==> src/rtl/pmem_write_buffer_pkg.sv <==
// pmem_write_buffer_pkg: shared types and constants for the eviction write buffer
package pmem_write_buffer_pkg;
  localparam int LINE_OFFSET_BITS = 5;
  typedef logic [255:0] line_t;
  typedef logic [15:0] addr_t;
  typedef logic [10:0] index_t;
  typedef enum logic [2:0] {IDLE, RESP, RD_MISS, RD_DONE, DRAIN} state_t;
endpackage

==> src/rtl/pmem_write_buffer_if.sv <==
// pmem_write_buffer_if: L1-side and memory-side bus of the write buffer
// slave: the buffer (takes L1 requests and memory responses)
// master: the L1 cache plus physical memory surrounding it
interface pmem_write_buffer_if;
  import pmem_write_buffer_pkg::*;
  logic mem_read, mem_write, mem_resp, pmem_read, pmem_write, pmem_resp;
  addr_t mem_address, pmem_address;
  line_t mem_wdata, mem_rdata, pmem_wdata, pmem_rdata;
  modport slave(input mem_read, mem_write, mem_address, mem_wdata, pmem_resp, pmem_rdata,
                output mem_resp, mem_rdata, pmem_read, pmem_write, pmem_address, pmem_wdata);
  modport master(output mem_read, mem_write, mem_address, mem_wdata, pmem_resp, pmem_rdata,
                 input mem_resp, mem_rdata, pmem_read, pmem_write, pmem_address, pmem_wdata);
endinterface

==> src/rtl/pmem_write_buffer_entry_array.sv <==
// pwb_entry_array: DEPTH line entries with parallel index match and a head read port
// i_we/i_wptr/i_windex/i_wline: write (sets valid); i_inv/i_inv_ptr: invalidate
// i_lookup -> o_hit/o_hit_ptr/o_hit_line; i_head -> o_head_index/o_head_line
import pmem_write_buffer_pkg::*;
module pwb_entry_array #(parameter int DEPTH = 4) (
  input  logic                       clk,
  input  logic                       rst,
  input  logic                       i_we,
  input  logic [$clog2(DEPTH)-1:0]   i_wptr,
  input  index_t                     i_windex,
  input  line_t                      i_wline,
  input  logic                       i_inv,
  input  logic [$clog2(DEPTH)-1:0]   i_inv_ptr,
  input  index_t                     i_lookup,
  input  logic [$clog2(DEPTH)-1:0]   i_head,
  output logic                       o_hit,
  output logic [$clog2(DEPTH)-1:0]   o_hit_ptr,
  output line_t                      o_hit_line,
  output index_t                     o_head_index,
  output line_t                      o_head_line
);
  localparam int PW = $clog2(DEPTH);
  logic [DEPTH-1:0] r_valid;
  index_t r_index [DEPTH];
  line_t r_line [DEPTH];
  always_ff @(posedge clk) begin
    if (rst) r_valid <= '0;
    else begin
      if (i_we) begin
        r_valid[i_wptr] <= 1'b1;
        r_index[i_wptr] <= i_windex;
        r_line[i_wptr] <= i_wline;
      end
      if (i_inv) r_valid[i_inv_ptr] <= 1'b0;
    end
  end
  // indices are unique, so at most one entry can match
  always_comb begin
    o_hit = 1'b0;
    o_hit_ptr = '0;
    for (int i = 0; i < DEPTH; i++)
      if (r_valid[i] && r_index[i] == i_lookup) begin
        o_hit = 1'b1;
        o_hit_ptr = PW'(i);
      end
  end
  assign o_hit_line = r_line[o_hit_ptr];
  assign o_head_index = r_index[i_head];
  assign o_head_line = r_line[i_head];
endmodule

==> src/rtl/pmem_write_buffer.sv <==
// pmem_write_buffer: eviction write buffer between L1 memory port and physical memory
// clk/rst: clock, synchronous active-high reset; bus: L1 (mem_*) and memory (pmem_*) sides
// PMEM_WRITE_BUFFER_READ_FWD_EN: serve read hits from the buffer instead of draining first
import pmem_write_buffer_pkg::*;
module pmem_write_buffer #(parameter int DEPTH = 4) (
  input logic clk,
  input logic rst,
  pmem_write_buffer_if.slave bus
);
  localparam int PW = $clog2(DEPTH);
  state_t r_state, w_next;
  logic [PW-1:0] r_head, r_tail, w_hit_ptr;
  logic [PW:0] r_count;
  line_t r_rdata, r_pwdata, w_hit_line, w_head_line;
  addr_t r_paddr;
  index_t w_index, w_head_index;
  logic w_hit, w_we, w_deq, w_full, w_fwd, w_load, w_unused;
`ifdef PMEM_WRITE_BUFFER_READ_FWD_EN
  assign w_fwd = 1'b1;
`else
  assign w_fwd = 1'b0;
`endif
  assign w_unused = &{1'b0, bus.mem_address[LINE_OFFSET_BITS-1:0]};
  assign w_index = bus.mem_address[15:LINE_OFFSET_BITS];
  assign w_full = r_count == (PW+1)'(DEPTH);
  pwb_entry_array #(.DEPTH(DEPTH)) u_arr (
    .clk(clk), .rst(rst),
    .i_we(w_we), .i_wptr(w_hit ? w_hit_ptr : r_tail), .i_windex(w_index), .i_wline(bus.mem_wdata),
    .i_inv(w_deq), .i_inv_ptr(r_head), .i_lookup(w_index), .i_head(r_head),
    .o_hit(w_hit), .o_hit_ptr(w_hit_ptr), .o_hit_line(w_hit_line),
    .o_head_index(w_head_index), .o_head_line(w_head_line)
  );
  // a write to a full buffer drains first and is retried on return to IDLE
  always_comb begin
    w_next = r_state;
    w_we = 1'b0;
    w_deq = 1'b0;
    case (r_state)
      IDLE:
        if (bus.mem_write) begin
          w_we = w_hit || !w_full;
          w_next = w_we ? RESP : DRAIN;
        end else if (bus.mem_read) w_next = !w_hit ? RD_MISS : w_fwd ? RESP : DRAIN;
        else if (r_count != '0) w_next = DRAIN;
      RESP: w_next = IDLE;
      RD_MISS: w_next = bus.pmem_resp ? RD_DONE : RD_MISS;
      RD_DONE: w_next = RESP;
      DRAIN: begin
        w_deq = bus.pmem_resp;
        w_next = bus.pmem_resp ? IDLE : DRAIN;
      end
      default: w_next = IDLE;
    endcase
  end
  assign w_load = (r_state == IDLE && !bus.mem_write && bus.mem_read && w_hit && w_fwd) ||
                  (r_state == RD_MISS && bus.pmem_resp);
  always_ff @(posedge clk) begin
    if (rst) begin
      r_state <= IDLE;
      r_head <= '0;
      r_tail <= '0;
      r_count <= '0;
      r_rdata <= '0;
      r_paddr <= '0;
      r_pwdata <= '0;
    end else begin
      r_state <= w_next;
      if (w_load) r_rdata <= r_state == RD_MISS ? bus.pmem_rdata : w_hit_line;
      if (r_state == IDLE && w_next == RD_MISS) r_paddr <= {w_index, {LINE_OFFSET_BITS{1'b0}}};
      // drain address/data are captured once so they stay frozen for the transaction
      if (r_state == IDLE && w_next == DRAIN) begin
        r_paddr <= {w_head_index, {LINE_OFFSET_BITS{1'b0}}};
        r_pwdata <= w_head_line;
      end
      if (w_we && !w_hit) begin
        r_tail <= r_tail + 1'b1;
        r_count <= r_count + 1'b1;
      end
      if (w_deq) begin
        r_head <= r_head + 1'b1;
        r_count <= r_count - 1'b1;
      end
    end
  end
  assign bus.mem_resp = r_state == RESP;
  assign bus.mem_rdata = r_rdata;
  assign bus.pmem_read = r_state == RD_MISS;
  assign bus.pmem_write = r_state == DRAIN;
  assign bus.pmem_address = r_paddr;
  assign bus.pmem_wdata = r_pwdata;
endmodule
==> src/flat_wrapper.sv <==
// flat-port wrapper written by rule: the top's interface ports become plain ports
module pmem_write_buffer_flat 
#(parameter int DEPTH = 4)
  (clk, rst, bus_mem_read, bus_mem_write, bus_mem_address, bus_mem_wdata, bus_pmem_resp, bus_pmem_rdata, bus_mem_resp, bus_mem_rdata, bus_pmem_read, bus_pmem_write, bus_pmem_address, bus_pmem_wdata);
  pmem_write_buffer_if bus_i ();
  input logic clk;
  input logic rst;
  input wire logic [$bits(bus_i.mem_read)-1:0] bus_mem_read;
  input wire logic [$bits(bus_i.mem_write)-1:0] bus_mem_write;
  input wire logic [$bits(bus_i.mem_address)-1:0] bus_mem_address;
  input wire logic [$bits(bus_i.mem_wdata)-1:0] bus_mem_wdata;
  input wire logic [$bits(bus_i.pmem_resp)-1:0] bus_pmem_resp;
  input wire logic [$bits(bus_i.pmem_rdata)-1:0] bus_pmem_rdata;
  output wire logic [$bits(bus_i.mem_resp)-1:0] bus_mem_resp;
  output wire logic [$bits(bus_i.mem_rdata)-1:0] bus_mem_rdata;
  output wire logic [$bits(bus_i.pmem_read)-1:0] bus_pmem_read;
  output wire logic [$bits(bus_i.pmem_write)-1:0] bus_pmem_write;
  output wire logic [$bits(bus_i.pmem_address)-1:0] bus_pmem_address;
  output wire logic [$bits(bus_i.pmem_wdata)-1:0] bus_pmem_wdata;
  assign bus_i.mem_read = bus_mem_read;
  assign bus_i.mem_write = bus_mem_write;
  assign bus_i.mem_address = bus_mem_address;
  assign bus_i.mem_wdata = bus_mem_wdata;
  assign bus_i.pmem_resp = bus_pmem_resp;
  assign bus_i.pmem_rdata = bus_pmem_rdata;
  assign bus_mem_resp = bus_i.mem_resp;
  assign bus_mem_rdata = bus_i.mem_rdata;
  assign bus_pmem_read = bus_i.pmem_read;
  assign bus_pmem_write = bus_i.pmem_write;
  assign bus_pmem_address = bus_i.pmem_address;
  assign bus_pmem_wdata = bus_i.pmem_wdata;
  pmem_write_buffer #(.DEPTH(DEPTH)) u_core (.clk(clk), .rst(rst), .bus(bus_i));
endmodule
==> config.mk <==
export PLATFORM = sky130hd
export DESIGN_NAME = pmem_write_buffer_flat
export DESIGN_NICKNAME = d
export VERILOG_FILES = /design/src/rtl/pmem_write_buffer_pkg.sv /design/src/rtl/pmem_write_buffer_if.sv /design/src/rtl/pmem_write_buffer_entry_array.sv /design/src/rtl/pmem_write_buffer.sv /design/src/flat_wrapper.sv
export SDC_FILE = /design/constraint.sdc
export NUM_CORES = 2
export LEC_CHECK = 0
export BUFFER_PORTS_ARGS = -buffer_cell sky130_fd_sc_hd__clkbuf_2
export CAP_MARGIN = 5
export CELL_PAD_IN_SITES_DETAIL_PLACEMENT = 0
export CELL_PAD_IN_SITES_GLOBAL_PLACEMENT = 1
export CORE_AREA = 2 2 417 419
export CTS_BUF_LIST = sky130_fd_sc_hd__clkbuf_16
export CTS_CLUSTER_DIAMETER = 30
export DETAILED_ROUTE_END_ITERATION = 7
export DIE_AREA = 0 0 419 421
export PLACE_DENSITY = 0.69
export SETUP_SLACK_MARGIN = 0.15
export SLEW_MARGIN = 40
export SYNTH_ARGS = -nofsm -noshare
export SYNTH_HDL_FRONTEND = slang
export SYNTH_SLANG_ARGS = --single-unit
==> constraint.sdc <==
create_clock -name clk -period 50.6 [get_ports clk]
set_input_delay 0 -clock clk [delete_from_list [all_inputs] [get_ports clk]]
set_output_delay 0 -clock clk [all_outputs]
set_load 0.05 [all_outputs]
Word-level counts from Yosys, hierarchy flattened
Memories as Yosys holds them, arrays and structs flattened. A register that Yosys moved wholly into a read port is not among the register bits. Cells that the tools add are included.

Bits in registers: 281. Bits in writable memories: 1068. Bits of input ports: 533. Memories: 2.

Memory list: u_core.u_arr.r_line (words 4, width 256, read ports 2, clocked after memory_dff 1, wr ports 1, line pmem_write_buffer_entry_array.sv:25) `line_t r_line [DEPTH];`; u_core.u_arr.r_index (words 4, width 11, read ports 5, clocked after memory_dff 1, wr ports 1, line pmem_write_buffer_entry_array.sv:24) `index_t r_index [DEPTH];`.

Add/sub/neg operators: 4. $lt $le $gt $ge: 4. Equal/unequal tests: 11. Mux-type cells: 36. Bitwise logic cells: 3. Reductions and logical operators: 17.

Operators with widths (count): 2-to-1 mux 256 bit (1); == test 11 bit (4); 2-to-1 mux 16 bit (2); 2-to-1 mux 3 bit (8); 2-to-1 mux 1 bit (14); 2-to-1 mux 4 bit (3); one-hot mux 3 bit (4 select lines) (1); logical AND 1 bit (10); 2-to-1 mux 2 bit (5); == test 3 x 2 -> 1 bit (second input constant) (3); == test 3 bit (second input constant) (3); < comparator 2 x 3 -> 1 bit (second input constant) (2); adder 2 x 1 -> 2 bit (second input constant) (2); AND 4 bit (1); demux 1 bit (select 2 bit) (2); >= comparator 2 x 1 -> 1 bit (second input constant) (2); inverter 4 bit (1); bitwise OR 4 bit (1); nonzero test 2 bit (2); adder 3 x 1 -> 3 bit (second input constant) (1); == test 3 x 1 -> 1 bit (second input constant) (1); zero test 3 bit (1); nonzero test 3 bit (1); subtractor 3 x 1 -> 3 bit (second input constant) (1); other kinds (2) (3).

Longest topological paths before layout
An unclocked memory read counts as a cell.

Word-level depth: 17. Depth in mapped cells: 10.

By module
A second synthesis with hierarchy kept.

Cell total of the unflattened synthesis: 5411. Area total of the unflattened synthesis: 69268.9 um^2.

Modules (own cells, without submodules): pwb_entry_array (times used 1, cells an instance 2991, area an instance 48444.0 um^2, sequential area each 32150.8 um^2); pmem_write_buffer (times used 1, cells an instance 2420, area an instance 20825.0 um^2, sequential area each 10670.2 um^2).

Least setup slack after synthesis
Ideal clock, no wire load.

Path type: register to register. Start point: memory u_core.u_arr.r_index[0][4] in the netlist's numbering. End point: memory u_core.u_arr.r_index[2][0] in the netlist's numbering (enable). Library setup time: 1.223 ns. Data arrival time: 19.576 ns. Data required time: 49.377 ns. Path slack: 29.801 ns. Cell stages (with the launch flop): 7. Cells stage by stage: edfxtp_1 -> xnor2_1 -> nand4_2 -> o31a_1 -> o21ba_2 -> or2_2 -> nor3_1.

RTL lines (line): start: declaration (pmem_write_buffer_entry_array.sv:24).

==> impl_metrics.csv <==
group,metric,value,unit
grt,grt_pass1_vias,45090,
critical_path,rrSetupSlack,45.74,ns
critical_path,r2r_cells,9,
grt,grt_pass1_wl,285900,um
placed_design,place_area,66160,sq um
hold_path,hp-class,"in2reg",
cts,cts.sinks,1607,
sta,finalSetupViolations,0,
critical_path,crit_arrival,5.34,ns
critical_path,critPathLaunchType,"flop",
detailed_routing,totalWireLength,196300,um
logic_synthesis,ys_warn_count,0,
sta,fmax,205.6,MHz
logic_synthesis,synthFlopType,"edfxtp_1",
logic_synthesis,syn_area_per_cell,15.04,sq um
sta,clock_skew,0.08377,ns
sta,fin_hold_ws,0.01534,ns
critical_path,timing.rr.start,"u_core.u_arr.r_index[2][6]$_DFFE_PP_",
cts,cts_resized,0,
placed_design,io_buffers,1053,
cts,clk_latency,0.93,ns
logic_synthesis,synth_area,58720,sq um
critical_path,rr_endpoint,"u_core.u_arr.r_line[2][207]$_DFFE_PP_",
detailed_routing,antenna_left,0,
placed_design,routabilityCongestion,0.8218,
critical_path,required,51.08,ns
logic_synthesis,yosysMostFrequentCell,"edfxtp_1",
power,power_density,47.26,nW/um^2
sta,slew_violations,0,
detailed_routing,drc,0,
status,status,"finished clean",
grt,grt_max_degree,134,
sta,period_share,0.09610,
logic_synthesis,synth_edf_count,1068,
sta,fin_crit,4.863,ns
grt,grt_antenna_before_repair,53,
floorplanning,die_w,419,um
cts,cts_buffers,364,
logic_synthesis,netlist.top_cell.by_area,"edfxtp_1",
grt,grt.overflow.total,0,
floorplanning,fp-row-count,153,
detailed_routing,vias,43770,
logic_synthesis,yosys-top-cells-area,"edfxtp_1 55%, dfxtp_1 18%, mux4_2 10%, a21oi_1 4.4%, nand2_1 3.3%",
cells_and_area,area_growth,53.50,%
detailed_routing,firstDrtPassIters,6,
critical_path,worstSetupEndpointType,"flop",
cts,cts-htree-levels,5,
floorplanning,core-area,172500,sq um
cells_and_area,drive_gt1_frac,0.3034,
logic_synthesis,seq_area_frac_synth,0.7300,
cts,post_cts.repair.setup_buffers,0,
placed_design,dp_hpwl,113900,um
power,ir_drop,42.75,uV
hold_path,hold_end,"u_core.u_arr.r_line[3][250]$_DFFE_PP_",
sta,rsz0062_at_grt,"false",
cells_and_area,fin_nets,6755,
logic_synthesis,syn_inst,3903,
cts,cts_buffer_depth,4,
sta,hold_violations,0,
sta,relSlewSlack,0.4248,
run,maxCapViolCount,0,
critical_path,path_max_fanout,49,
floorplanning,die_h,421,um
hold_path,holdPathStages,2,
cts,tritoncts,"built",
grt,track_usage,0.2154,
floorplanning,start_util,0.3404,
detailed_routing,viasPerCell,4.939,
cells_and_area,final_area,90130,sq um
sta,worst_pin_slew,0.8564,ns
detailed_routing,drt-initial-drc-count,3176,
cells_and_area,stdcell_count,8863,
cts,cts-root-buf,"clkbuf_16",
logic_synthesis,synth_top_area_frac,0.5462,
logic_synthesis,synth.ff_latch_count,1607,
power,p_leak,0.03288,uW
floorplanning,ios,1064,
placed_design,dp_cells,7037,
critical_path,crit_type,"reg2reg",
logic_synthesis,synth_common_cells,"1,068 x edfxtp_1, 539 x dfxtp_1, 520 x a21oi_1",
detailed_routing,routedWlPerCell,22.15,um
logic_synthesis,synth_cell_types,51,
hold_path,hold_path_startpoint,"bus_mem_wdata[250]",
sta,setup-tns-final,0,ns
cts,clkTransAtPathRegs,0.05,ns
logic_synthesis,synthArstFlopShare,0,
power,power,4260,uW
floorplanning,die_area,176400,sq um
-- worst max-delay path, stage by stage (launching register included) --
cell and delay, ns:
edfxtp_1 0.40, xnor2_1 0.24, nand4_1 0.18, nor3_2 0.39
o21ba_2 0.22, or2_2 0.36, nor3_2 0.33, buf_4 0.70
buf_4 0.68, buf_4 0.76
-- power breakdown --
group / internal (uW) / switching (uW) / total [uW]
Combinational: 144 / 259 / 403
Clock: 1630 / 730 / 2360
Sequential: 1470 / 24.1 / 1490
Total: 3250 / 1010 / 4260
-- timing repair --
action	4_1_cts	5_1_grt
hold buffers	1135	0
setup endpoints to repair	0	0
endpoints found under the hold margin	1436	0
-- flip-flops by register name, summed over array words and instances, names as in the netlist, named ones only --
| register | flops |
|---|---|
| u_core.r_state | 3 |
| u_core.r_count | 3 |
| u_core.u_arr.r_line | 1024 |
| u_core.bus.pmem_wdata | 256 |
| u_core.bus.mem_rdata | 256 |
| u_core.r_tail | 2 |
| u_core.bus.pmem_address | 11 |
| u_core.u_arr.r_index | 44 |
| u_core.u_arr.r_valid | 4 |
| u_core.r_head | 2 |
-- worst max-delay path by stage --
stage,from,endpoint,cells after the start
global route,u_core.u_arr.r_index[2][6]$_DFFE_PP_,u_core.u_arr.r_line[2][207]$_DFFE_PP_,9
CTS,u_core.u_arr.r_index[2][6]$_DFFE_PP_,u_core.u_arr.r_line[2][200]$_DFFE_PP_,9
floorplan,u_core.u_arr.r_index[0][4]$_DFFE_PP_,u_core.u_arr.r_index[2][0]$_DFFE_PP_,6
detailed placement,u_core.u_arr.r_index[2][6]$_DFFE_PP_,u_core.u_arr.r_line[2][171]$_DFFE_PP_,9
finish,u_core.u_arr.r_index[2][6]$_DFFE_PP_,u_core.u_arr.r_line[2][207]$_DFFE_PP_,9
global placement,u_core.u_arr.r_index[0][5]$_DFFE_PP_,u_core.bus.pmem_wdata[28]$_SDFFE_PP0P_,9
-- layout by cell type (no fill, tap or decap), types with 114 or more instances in the layout --
cell              n
nand2_1         514
edfxtp_1       1068
mux4_2          267
o21ai_1         114
nand3_1         257
clkbuf_16       371
o21ai_0         153
dfxtp_1         536
a21oi_1         520
dlygate4sd3_1  1135
clkbuf_2       1052
-- area by class of cell --
type / count / area (sq um)
clock buffers: 371 / 9284
clock inverters: 284 / 3128
flip-flops and latches: 1607 / 42870
diodes: 32 / 80.08
inverters: 18 / 67.56
fillers: 13950 / 82350
well taps: 2325 / 2909
multi-input cells: 1973 / 14380
repair buffers: 2253 / 17410
-- logic make-up after synthesis --
logic type | Yosys count | share of synthesized area
fa+ha+maj | 5 | 0.001193
mux | 267 | 0.1024
buf+inv | 327 | 0.02647
simple gates | 831 | 0.06122
compound gates | 816 | 0.07138
xor+xnor | 49 | 0.007309
flops | 1607 | 0.7300
other cells | 1 | 0.00006387
-- metal layers --
metal	share of wire	track usage
met2	0.50	0.3660
met5	0.00073	0
met3	0.072	0.05538
met4	0.069	0.1477
met1	0.36	0.2351
-- metrics by stage --
stage,worst slack (ns),util
after floorplan,29.80,-
after global placement,45.63,0.3823
after detailed placement,45.79,0.3836
after CTS,45.76,0.5214
after global routing,45.50,0.5225
final,45.74,0.5226
No activity file was read; power rests on OpenSTA's default activity.
